`src/rtl/mbist_pkg.sv`:
```
// Shared definitions for the March C- MBIST controller.
//  - state_e : controller FSM states (also exposed on the top's debug port)
//  - elem_e  : March C- elements M0..M5
//  - OP_WRITE / OP_READ : values driven on write_read_mbist
//  - per-element tables: address direction, op count, op type,
//    expected read background and write background
package mbist_pkg;

  typedef enum logic [2:0] {
    ST_IDLE,
    ST_OP,
    ST_WAIT,
    ST_CMP,
    ST_DONE
  } state_e;

  typedef enum logic [2:0] {
    M0, M1, M2, M3, M4, M5
  } elem_e;

  localparam logic OP_WRITE = 1'b1;
  localparam logic OP_READ  = 1'b0;

  // M3 and M4 walk the address space downward, all others upward.
  function automatic logic elem_down(elem_e e);
    return (e == M3) || (e == M4);
  endfunction

  // M1..M4 are read-then-write; M0 (w0) and M5 (r0) have a single op.
  function automatic logic elem_two_ops(elem_e e);
    return (e != M0) && (e != M5);
  endfunction

  // Op index 0 is a read in every element except M0; index 1 is always a write.
  function automatic logic op_type(elem_e e, logic idx);
    return ((e != M0) && !idx) ? OP_READ : OP_WRITE;
  endfunction

  // Background expected by the read of each element (0 = all 0s, 1 = all 1s).
  function automatic logic read_bg(elem_e e);
    return (e == M2) || (e == M4);
  endfunction

  // Background written by the write of each element.
  function automatic logic write_bg(elem_e e);
    return (e == M1) || (e == M3);
  endfunction

endpackage

```
`src/rtl/mbist_addr_gen.sv`:
```
// Loadable up/down word-address counter for one memory of MEM_DEPTH words.
//  clk, rst  : clock, synchronous active-high reset (addr -> 0)
//  clear     : force addr to 0 (run start / run end)
//  load      : load the first address of a walk: 0 when up, MEM_DEPTH-1 when down
//  step      : move one address in the direction given by down
//  down      : direction for load/step
//  addr      : current address (registered)
//  is_first  : addr == 0
//  is_last   : addr == MEM_DEPTH-1
module mbist_addr_gen #(
  parameter int ADDR_WIDTH = 16,
  parameter int MEM_DEPTH  = 2 ** ADDR_WIDTH
) (
  input  logic                  clk,
  input  logic                  rst,
  input  logic                  clear,
  input  logic                  load,
  input  logic                  step,
  input  logic                  down,
  output logic [ADDR_WIDTH-1:0] addr,
  output logic                  is_first,
  output logic                  is_last
);

  localparam logic [ADDR_WIDTH-1:0] TOP = ADDR_WIDTH'(MEM_DEPTH - 1);

  always_ff @(posedge clk) begin
    if (rst || clear) begin
      addr <= '0;
    end else if (load) begin
      addr <= down ? TOP : '0;
    end else if (step) begin
      addr <= down ? addr - 1'b1 : addr + 1'b1;
    end
  end

  assign is_first = (addr == '0);
  assign is_last  = (addr == TOP);

endmodule

```
`src/rtl/mbist_march_ctrl.sv`:
```
// March C- MBIST initiator. Tests memories 0..NUM_MEM-1 in turn through the
// memory-select mux, compares read data against the expected background and
// records the first failure plus a saturating failure count.
//  clk, rst          : clock, synchronous active-high reset (aborts a run)
//  start             : one-cycle pulse, accepted only when not busy
//  memory_sel        : memory under test
//  write_read_mbist  : 1 = write, 0 = read
//  address_mbist     : word address
//  wdata_mbist       : write data (0 while reading)
//  rdata_mbist       : read data, valid RD_LATENCY edges after a read is presented
//  busy / done       : run in progress / run finished (held until next start)
//  fail, fail_mem, fail_addr, fail_element, fail_count : run result
//  state             : FSM state, for debug
//
// Handshake: start is sampled on a rising edge while idle or done; busy rises on
// that edge and stays high for the whole run; on the edge that completes the last
// compare busy falls and done rises, staying high until the next accepted start.
module mbist_march_ctrl
  import mbist_pkg::*;
#(
  parameter int DATA_WIDTH = 64,
  parameter int ADDR_WIDTH = 16,
  parameter int MEM_DEPTH  = 2 ** ADDR_WIDTH,
  parameter int NUM_MEM    = 4,
  parameter int RD_LATENCY = 3
) (
  input  logic                  clk,
  input  logic                  rst,
  input  logic                  start,
  output logic [2:0]            memory_sel,
  output logic                  write_read_mbist,
  output logic [ADDR_WIDTH-1:0] address_mbist,
  output logic [DATA_WIDTH-1:0] wdata_mbist,
  input  logic [DATA_WIDTH-1:0] rdata_mbist,
  output logic                  busy,
  output logic                  done,
  output logic                  fail,
  output logic [2:0]            fail_mem,
  output logic [ADDR_WIDTH-1:0] fail_addr,
  output logic [2:0]            fail_element,
  output logic [15:0]           fail_count,
  output state_e                state
);

  localparam int         WAIT_CYC = RD_LATENCY - 1;
  localparam int         LAT_W    = (RD_LATENCY > 1) ? $clog2(RD_LATENCY) : 1;
  localparam logic [2:0] MEM_LAST = 3'(NUM_MEM - 1);

  elem_e            elem;
  logic             op_idx;
  logic [LAT_W-1:0] lat_cnt;

  logic  addr_first, addr_last;
  logic  start_ok, advance;
  logic  addr_clear, addr_load, addr_step, addr_down;
  logic  dec_load, dec_step, run_end, nxt_idx;
  elem_e nxt_elem;
  logic [2:0] nxt_mem;
  logic  mismatch;

  mbist_addr_gen #(
    .ADDR_WIDTH(ADDR_WIDTH),
    .MEM_DEPTH (MEM_DEPTH)
  ) u_addr_gen (
    .clk     (clk),
    .rst     (rst),
    .clear   (addr_clear),
    .load    (addr_load),
    .step    (addr_step),
    .down    (addr_down),
    .addr    (address_mbist),
    .is_first(addr_first),
    .is_last (addr_last)
  );

  // Next-op decode: second op at this address, else next address, else next
  // element, else next memory, else end of run.
  always_comb begin
    nxt_idx  = 1'b0;
    nxt_elem = elem;
    nxt_mem  = memory_sel;
    dec_load = 1'b0;
    dec_step = 1'b0;
    run_end  = 1'b0;
    if (elem_two_ops(elem) && !op_idx) begin
      nxt_idx = 1'b1;
    end else if (!(elem_down(elem) ? addr_first : addr_last)) begin
      dec_step = 1'b1;
    end else if (elem != M5) begin
      nxt_elem = elem_e'(elem + 3'd1);
      dec_load = 1'b1;
    end else if (memory_sel != MEM_LAST) begin
      nxt_mem  = memory_sel + 3'd1;
      nxt_elem = M0;
      dec_load = 1'b1;
    end else begin
      run_end = 1'b1;
    end
  end

  // A write completes in its single OP cycle; a read completes in its CMP cycle.
  assign start_ok   = ((state == ST_IDLE) || (state == ST_DONE)) && start;
  assign advance    = ((state == ST_OP) && (op_type(elem, op_idx) == OP_WRITE)) ||
                      (state == ST_CMP);
  assign addr_clear = start_ok || (advance && run_end);
  assign addr_load  = advance && dec_load;
  assign addr_step  = advance && dec_step;
  // A load starts the walk of the element being entered; a step continues the current one.
  assign addr_down  = dec_load ? elem_down(nxt_elem) : elem_down(elem);
  assign mismatch   = (rdata_mbist != {DATA_WIDTH{read_bg(elem)}});

  always_ff @(posedge clk) begin
    if (rst) begin
      state            <= ST_IDLE;
      elem             <= M0;
      op_idx           <= 1'b0;
      lat_cnt          <= '0;
      memory_sel       <= '0;
      write_read_mbist <= 1'b0;
      wdata_mbist      <= '0;
      busy             <= 1'b0;
      done             <= 1'b0;
      fail             <= 1'b0;
      fail_mem         <= '0;
      fail_addr        <= '0;
      fail_element     <= '0;
      fail_count       <= '0;
    end else begin
      unique case (state)
        ST_IDLE, ST_DONE: begin
          state <= ST_IDLE;
          if (start_ok) begin
            state            <= ST_OP;
            busy             <= 1'b1;
            done             <= 1'b0;
            fail             <= 1'b0;
            fail_mem         <= '0;
            fail_addr        <= '0;
            fail_element     <= '0;
            fail_count       <= '0;
            memory_sel       <= '0;
            elem             <= M0;
            op_idx           <= 1'b0;
            write_read_mbist <= op_type(M0, 1'b0);
            wdata_mbist      <= {DATA_WIDTH{write_bg(M0)}};
          end
        end
        ST_OP: begin
          // Reads hold sel/addr with write_read_mbist already 0 until the compare.
          if (op_type(elem, op_idx) == OP_READ) begin
            if (WAIT_CYC == 0) begin
              state <= ST_CMP;
            end else begin
              state   <= ST_WAIT;
              lat_cnt <= LAT_W'(1);
            end
          end
        end
        ST_WAIT: begin
          if (lat_cnt == LAT_W'(WAIT_CYC)) begin
            state <= ST_CMP;
          end else begin
            lat_cnt <= lat_cnt + 1'b1;
          end
        end
        ST_CMP: begin
          if (mismatch) begin
            fail <= 1'b1;
            if (fail_count != 16'hFFFF) fail_count <= fail_count + 16'd1;
            if (!fail) begin
              fail_mem     <= memory_sel;
              fail_addr    <= address_mbist;
              fail_element <= elem;
            end
          end
        end
        default: state <= ST_IDLE;
      endcase

      // Present the following op on the same edge that completes the current one.
      if (advance) begin
        if (run_end) begin
          state            <= ST_DONE;
          busy             <= 1'b0;
          done             <= 1'b1;
          memory_sel       <= '0;
          write_read_mbist <= 1'b0;
          wdata_mbist      <= '0;
          elem             <= M0;
          op_idx           <= 1'b0;
        end else begin
          state            <= ST_OP;
          memory_sel       <= nxt_mem;
          elem             <= nxt_elem;
          op_idx           <= nxt_idx;
          write_read_mbist <= op_type(nxt_elem, nxt_idx);
          wdata_mbist      <= (op_type(nxt_elem, nxt_idx) == OP_WRITE) ?
                              {DATA_WIDTH{write_bg(nxt_elem)}} : '0;
        end
      end
    end
  end

endmodule

```
`config.mk`:
```
export PLATFORM = sky130hd
export DESIGN_NAME = mbist_march_ctrl
export DESIGN_NICKNAME = d
export VERILOG_FILES = /design/src/rtl/mbist_pkg.sv /design/src/rtl/mbist_addr_gen.sv /design/src/rtl/mbist_march_ctrl.sv
export SDC_FILE = /design/constraint.sdc
export NUM_CORES = 1
export LEC_CHECK = 0
export CAP_MARGIN = 20
export CORE_ASPECT_RATIO = 2
export CORE_UTILIZATION = 25
export CTS_CLUSTER_DIAMETER = 80
export CTS_CLUSTER_SIZE = 20
export DETAILED_ROUTE_END_ITERATION = 10
export DONT_BUFFER_PORTS = 1
export SYNTH_ARGS = -nofsm -noshare
export SYNTH_HDL_FRONTEND = slang
export SYNTH_SLANG_ARGS = --single-unit
```
`constraint.sdc`:
```
create_clock -name clk -period 5.75 [get_ports clk]
set_input_delay 1.4375 -clock clk [delete_from_list [all_inputs] [get_ports clk]]
set_output_delay 1.4375 -clock clk [all_outputs]
set_load 0.01 [all_outputs]
```
==> impl_metrics.tcl, run 1 <==
set metrics [dict create \
    maxSlewViolCount 0 \
    nFillCells 2038 \
    rsz0062_at_grt "no" \
    io_pins 195 \
    path_clk_slew_ps 60 \
    track_usage_pct 14.43 \
    layout.cells.non_filler 755 \
    vdd_drop_max_uv 125.4 \
    crit_chain "inv_1, ha_1, and2b_1, or3_1, and3b_4, o2111a_1, a31oi_2, nor2_2, or2_2, ha_1, a211oi_1, nor4_1, nor2_1, a21oi_1, a311oi_1, mux2_2, o41ai_1, nor3_1" \
    yosysWarningCount 0 \
    cts.hold.buffers_added 0 \
    synth_flop_cell "dfxtp_1" \
    powerDensity_nw_per_um2 252.1 \
    crit_arrival_ps 5320 \
    synth_top_area_share_pct 30.01 \
    gp_congestion 0.9078 \
    pre_cts_ws_ps 714.5 \
    antenna_left 0 \
    port_buffers 0 \
    finalSetupViolCount 0 \
    grt_antenna_before_repair 0 \
    antenna_cells 0 \
    yosysMostFrequentCell "dfxtp_1" \
    hold_class "reg2reg" \
    route.vias.total 4138 \
    worstMarginPinSlew_ps 739.9 \
    yosys-top-cells-count "dfxtp_1, buf_4, nand2_1" \
    dieArea_um2 19540 \
    area_growth_pct 1.294 \
    cpMostUsedCell "ha_1" \
    yosys.cell_types.count 64 \
    yosysSeqAreaShare_pct 30.01 \
    period_minus_slack_ps 5100 \
    yosys.area.top_type "dfxtp_1" \
    outcome "finished, final reports clean" \
    postCtsSetupRepairBufs 0 \
    ctsResizeCount 0 \
    timing.fmax_mhz 196.1 \
    synth_edf_count 0 \
    synthArstFlopShare_pct 0 \
    holdWs_ps 499.0 \
    cts_buffers 9 \
    worst_slack_ps 649.6 \
    drive_above_1_share_pct 6.122 \
    fin_nets 625 \
    grt_pass1_wl_um 22020 \
    min-delay-start "lat_cnt[1]" \
    firstDrtPassIters 5 \
    wl_per_cell_um 18.43 \
    crit_buf_inv 1 \
    crit_fanout 16 \
    fp.coreArea_um2 18390 \
    cp-startpoint "elem[0]" \
    power.leakage_nw 1.603 \
    route.detailed.drc 0 \
    clk_latency_ps 340 \
    cp_slowest_cell "a311oi_1" \
    grt_max_degree 52 \
    seq_area_um2 1425 \
    path_class "reg2reg" \
    worst_ep_required_time_ps 5970 \
    endpoint_kind "flip-flop" \
    finClkSkew_ps 9.182 \
    r2r_start "elem[0]" \
    slowest_delay_ps 550 \
    syn-instance-count 606 \
    finalSetupTns_ps 0 \
    cpLargestDelayFamily "simple AND/OR/NAND/NOR gates" \
    cts_max_level 3 \
    avgSynthCellArea_um2 7.817 \
    layout_worst_path_cycle_share_pct 88.70 \
    routed_wl_um 13910 \
    clk_path_buf_depth 2 \
    finalPower_mw 1.210 \
    start_util_pct 25.76 \
    grt_pass1_vias 4158 \
    num_rows 70 \
    dp.final_hpwl_um 10690 \
    syn_area_um2 4737 \
    fp.dieW_um 99.34 \
    cap_viol_max_count 0 \
    syn_nets 697 \
    avgViaCountPerCell 5.481 \
    start_kind "flip-flop" \
    ys_seq_elements 71 \
    die_h_um 196.7 \
    dp_cells 739 \
    netlist_top_cells_area "dfxtp_1, buf_4, ha_1" \
    drt_iter0_markers 232 \
    overflow 0 \
    cts_tree "yes" \
    hold_viol_final 0 \
    ctsRootBufferMaster "clkbuf_16" \
    relSlewSlack_pct 50.67 \
    multiInputGateArea_um2 2675 \
    clkSinkCount 71 \
]
## registers in the layout, indices dropped and copies added (netlist names)
register / cells
state: 3
done: 1
memory_sel: 3
write_read_mbist: 1
op_idx: 1
fail: 1
fail_element: 3
u_addr_gen.addr: 16
fail_mem: 3
lat_cnt: 2
busy: 1
wdata_mbist: 1
fail_addr: 16
elem: 3
fail_count: 16
## placed cells by master, fill, tap and decap left out, types with 4 or more instances in the layout
cell type  count
nor4_1        27
xnor2_1       20
o21ai_0       23
or2_2          4
a21oi_1       53
nand2b_1       9
nand4_1       30
clkbuf_16      9
dfxtp_1       70
or3_1          4
buf_4          4
o31ai_1        6
nor3_1        13
nor2_1        42
ha_1          23
inv_1         11
nand2_1       64
a21o_1         7
a31oi_1        9
nand3_1       32
and2_1         5
mux2i_1        4
## final timing paths
path / end / slack (ps) / cells past startpoint
max: u_addr_gen.addr[15] / 650 / 18
min: lat_cnt[1] / 500 / 2
max reg2reg: u_addr_gen.addr[15] / 650 / 18
min reg2reg: lat_cnt[1] / 500 / 2
## tightest hold or removal path: stages (launching register included)
cell and delay (ps):
dfxtp_1 330, a2bb2oi_1 60, nor2_1 70
## final cells by class
class / instances / share of cell area, %
Tap cell: 216 / 5.632
Sequential cell: 71 / 29.70
Clock buffer: 9 / 4.694
Inverter: 11 / 0.8605
Multi-Input combinational cell: 436 / 55.75
Timing Repair Buffer: 5 / 1.199
Clock inverter: 7 / 2.164
## routing by layer
| layer | routed length (µm) | vias to the layer above | share of wire, % | GRT usage (%) |
|---|---|---|---|---|
| li1 | - | 1998 | - | - |
| met4 | 416 | 0 | 3.0 | 6.427 |
| met5 | 0 | - | 0 | 0 |
| met2 | 7230 | 137 | 52 | 26.31 |
| met1 | 5173 | 1968 | 37 | 15.26 |
| met3 | 1093 | 35 | 7.9 | 3.830 |
## power by group
part	switching [mW]	internal (mW)
clock	0.231	0.385
sequential	0.0203	0.499
combinational	0.0461	0.0282
total	0.297	0.912
## stage by stage
stage	cell area, µm²	utilization (%)
floorplan	4737	-
global placement	4469	24.30
detailed placement	4469	24.30
CTS	4798	26.09
global route	4798	26.09
finish	4798	26.09
## cells by family after synthesis
logic type / synth area share (%)
multiplexers: 1.083
flip-flops: 30.01
adder cells (fa/ha/maj): 6.498
AO/OA/AOI/OAI: 17.06
XOR/XNOR: 4.253
AND/OR/NAND/NOR: 27.58
buffers and inverters: 13.52
No activity file was read; power rests on OpenSTA's default activity.
==> run 2, diff against run 1 <==
--- a/config.mk
+++ b/config.mk
@@ -14,4 +14,5 @@
 export DONT_BUFFER_PORTS = 1
 export SYNTH_ARGS = -nofsm -noshare
 export SYNTH_HDL_FRONTEND = slang
+export SYNTH_HIERARCHICAL = 1
 export SYNTH_SLANG_ARGS = --single-unit
==> constraint.sdc (replaced) <==
create_clock -name clk -period 6.3 [get_ports clk]
set_input_delay 1.575 -clock clk [delete_from_list [all_inputs] [get_ports clk]]
set_output_delay 1.575 -clock clk [all_outputs]
set_load 0.005 [all_outputs]
==> run 2 against run 1 <==
Effect of this change: critical path type unchanged; critical path depth fell by 2; combinational power rose by 16%; setup slack improved by 760 ps; count of clock-buffer cells in the layout rose by 1; sequential share of layout area fell by 1.8 points; die area rose by 6.2%; clock power fell by 22%; synthesized cell count rose by 5.3%; wire length rose by 18%; utilization fell by 0.33 points; critical endpoint is now u_addr_gen/addr[15]; flip-flop and latch count did not move.
==> impl_metrics.tcl, run 2 <==
set metrics [dict create \
    overflow 0 \
    reg.largest.list "fail_addr x16, fail_count x16, u_addr_gen/addr x16" \
    path_clk_slew_ps 60 \
    layout_worst_path_cycle_share_pct 77.64 \
    worst_ep_required_time_ps 6520 \
    area_growth_pct 1.341 \
    finClkSkew_ps 9.447 \
    grt_antenna_before_repair 0 \
    seq_area_um2 1425 \
    dp.final_hpwl_um 12160 \
    rrSetupSlack_ps 1410 \
    yosys.cell_types.count 66 \
    yosys.area.top_type "dfxtp_1" \
    route.vias.total 4651 \
    drive_above_1_share_pct 9.011 \
    yosysSeqAreaShare_pct 28.22 \
    yosysMostFrequentCell "dfxtp_1" \
    final_common_cell "dfxtp_1" \
    rsz0062_at_grt "no" \
    synth_top_area_share_pct 28.22 \
    route.detailed.drc 0 \
    fin_nets 651 \
    holdWs_ps 485.3 \
    cap_viol_max_count 0 \
    routed_wl_um 16460 \
    avgSynthCellArea_um2 7.896 \
    cts_tree "yes" \
    dieArea_um2 20760 \
    nFillCells 2172 \
    hold_class "reg2reg" \
    power.leakage_nw 1.647 \
    clkSinkCount 71 \
    fp.coreArea_um2 19820 \
    finalPower_mw 1.038 \
    maxSlewViolCount 0 \
    cts_max_level 3 \
    port_buffers 0 \
    outcome "finished, final reports clean" \
    grt_pass1_wl_um 25560 \
    powerDensity_nw_per_um2 203.3 \
    postCtsSetupRepairBufs 0 \
    drt_iter0_markers 278 \
    syn_nets 728 \
    fp.dieW_um 102.4 \
    firstDrtPassIters 4 \
    crit_fanout 12 \
    crit_arrival_ps 5110 \
    vdd_drop_max_uv 184.5 \
    netlist_top_cells_area "dfxtp_1, buf_4, nand4_1" \
    synthArstFlopShare_pct 0 \
    die_h_um 202.7 \
    dp_cells 812 \
    antenna_left 0 \
    antenna_cells 0 \
    clk_latency_ps 350 \
    multiInputGateArea_um2 2954 \
    yosys-top-cells-count "dfxtp_1, buf_4, a21oi_1" \
    num_rows 73 \
    io_pins 195 \
    track_usage_pct 16.27 \
    layout_common_cells "dfxtp_1, a21oi_1, nor2_1, nand4_1, o21ai_0" \
    timing.fmax_mhz 204.4 \
    endpoint_kind "flip-flop" \
    finalSetupTns_ps 0 \
    ctsResizeCount 0 \
    gp_congestion 0.8912 \
    syn-instance-count 638 \
    avgViaCountPerCell 5.617 \
    ctsRootBufferMaster "clkbuf_16" \
    period_minus_slack_ps 4891 \
    cts.hold.buffers_added 0 \
    synth_edf_count 0 \
    path_class "reg2reg" \
    cts_buffers 9 \
    synth_flop_cell "dfxtp_1" \
    wl_per_cell_um 19.88 \
    start_util_pct 25.42 \
    hold_viol_final 0 \
    grt_max_degree 66 \
    worstMarginPinSlew_ps 996.0 \
    yosysWarningCount 6 \
    clk_path_buf_depth 2 \
    syn_area_um2 5037 \
    finalSetupViolCount 0 \
    grt_pass1_vias 4611 \
    layout.cells.non_filler 828 \
    ys_seq_elements 71 \
    start_kind "flip-flop" \
    relSlewSlack_pct 33.60 \
]
## run 2: stage by stage
step / util (%) / area, µm² / worst slack [ps]
2_1_floorplan: - / 5037 / 1599
5_1_grt: 25.76 / 5105 / 965.7
4_1_cts: 25.76 / 5105 / 1425
6_report: 25.76 / 5105 / 1409
3_5_place_dp: 24.37 / 4831 / 1438
3_3_place_gp: 24.37 / 4831 / 1418
## run 2: worst paths after layout
check / from / depth (start not counted) / endpoint
max reg2reg: elem[0] / 16 / u_addr_gen/addr[15]
min: fail_addr[10] / 2 / fail_addr[10]
max: elem[0] / 16 / u_addr_gen/addr[15]
min reg2reg: fail_addr[10] / 2 / fail_addr[10]
## run 2: layout make-up
class	instances	share of cell area (%)
multi-input combinational	456	57.87
timing repair buffer	10	1.471
inverter	13	0.9559
clock buffer	10	4.485
sequential	71	27.92
clock inverter	6	0.8824
tap	262	6.422
## run 2: cells by family after synthesis
family	synth area share (%)
mux	2.558
simple gates	24.89
buf+inv	13.26
xor+xnor	1.565
flops	28.22
fa+ha+maj	5.862
compound gates	23.65
## run 2: report_power, final
group	switching, mW	internal, mW	total, mW	leakage, nW
Sequential	0.0136	0.455	0.469	0.575
Combinational	0.0559	0.0302	0.0861	0.947
Clock	0.214	0.269	0.483	0.126
Total	0.284	0.754	1.04	1.65
## run 2: metal layers
metal | global-route usage, % | share of wire, %
met4 | 8.673 | 4.3
met5 | 0 | 0
met3 | 2.823 | 5.8
met2 | 29.99 | 55
met1 | 16.94 | 35
## run 2: worst max-delay path: stages, from the launching register on
cell and delay, ps:
dfxtp_1 430, inv_1 180, ha_1 300, mux2i_2 260, mux2i_2 570, nor2_1 110
a31oi_1 350, mux2i_1 150, mux2i_2 600, buf_4 310, ha_1 300, a21o_1 190
a21o_1 170, a21oi_1 290, o22ai_1 140, a221oi_1 280, a311oi_1 130
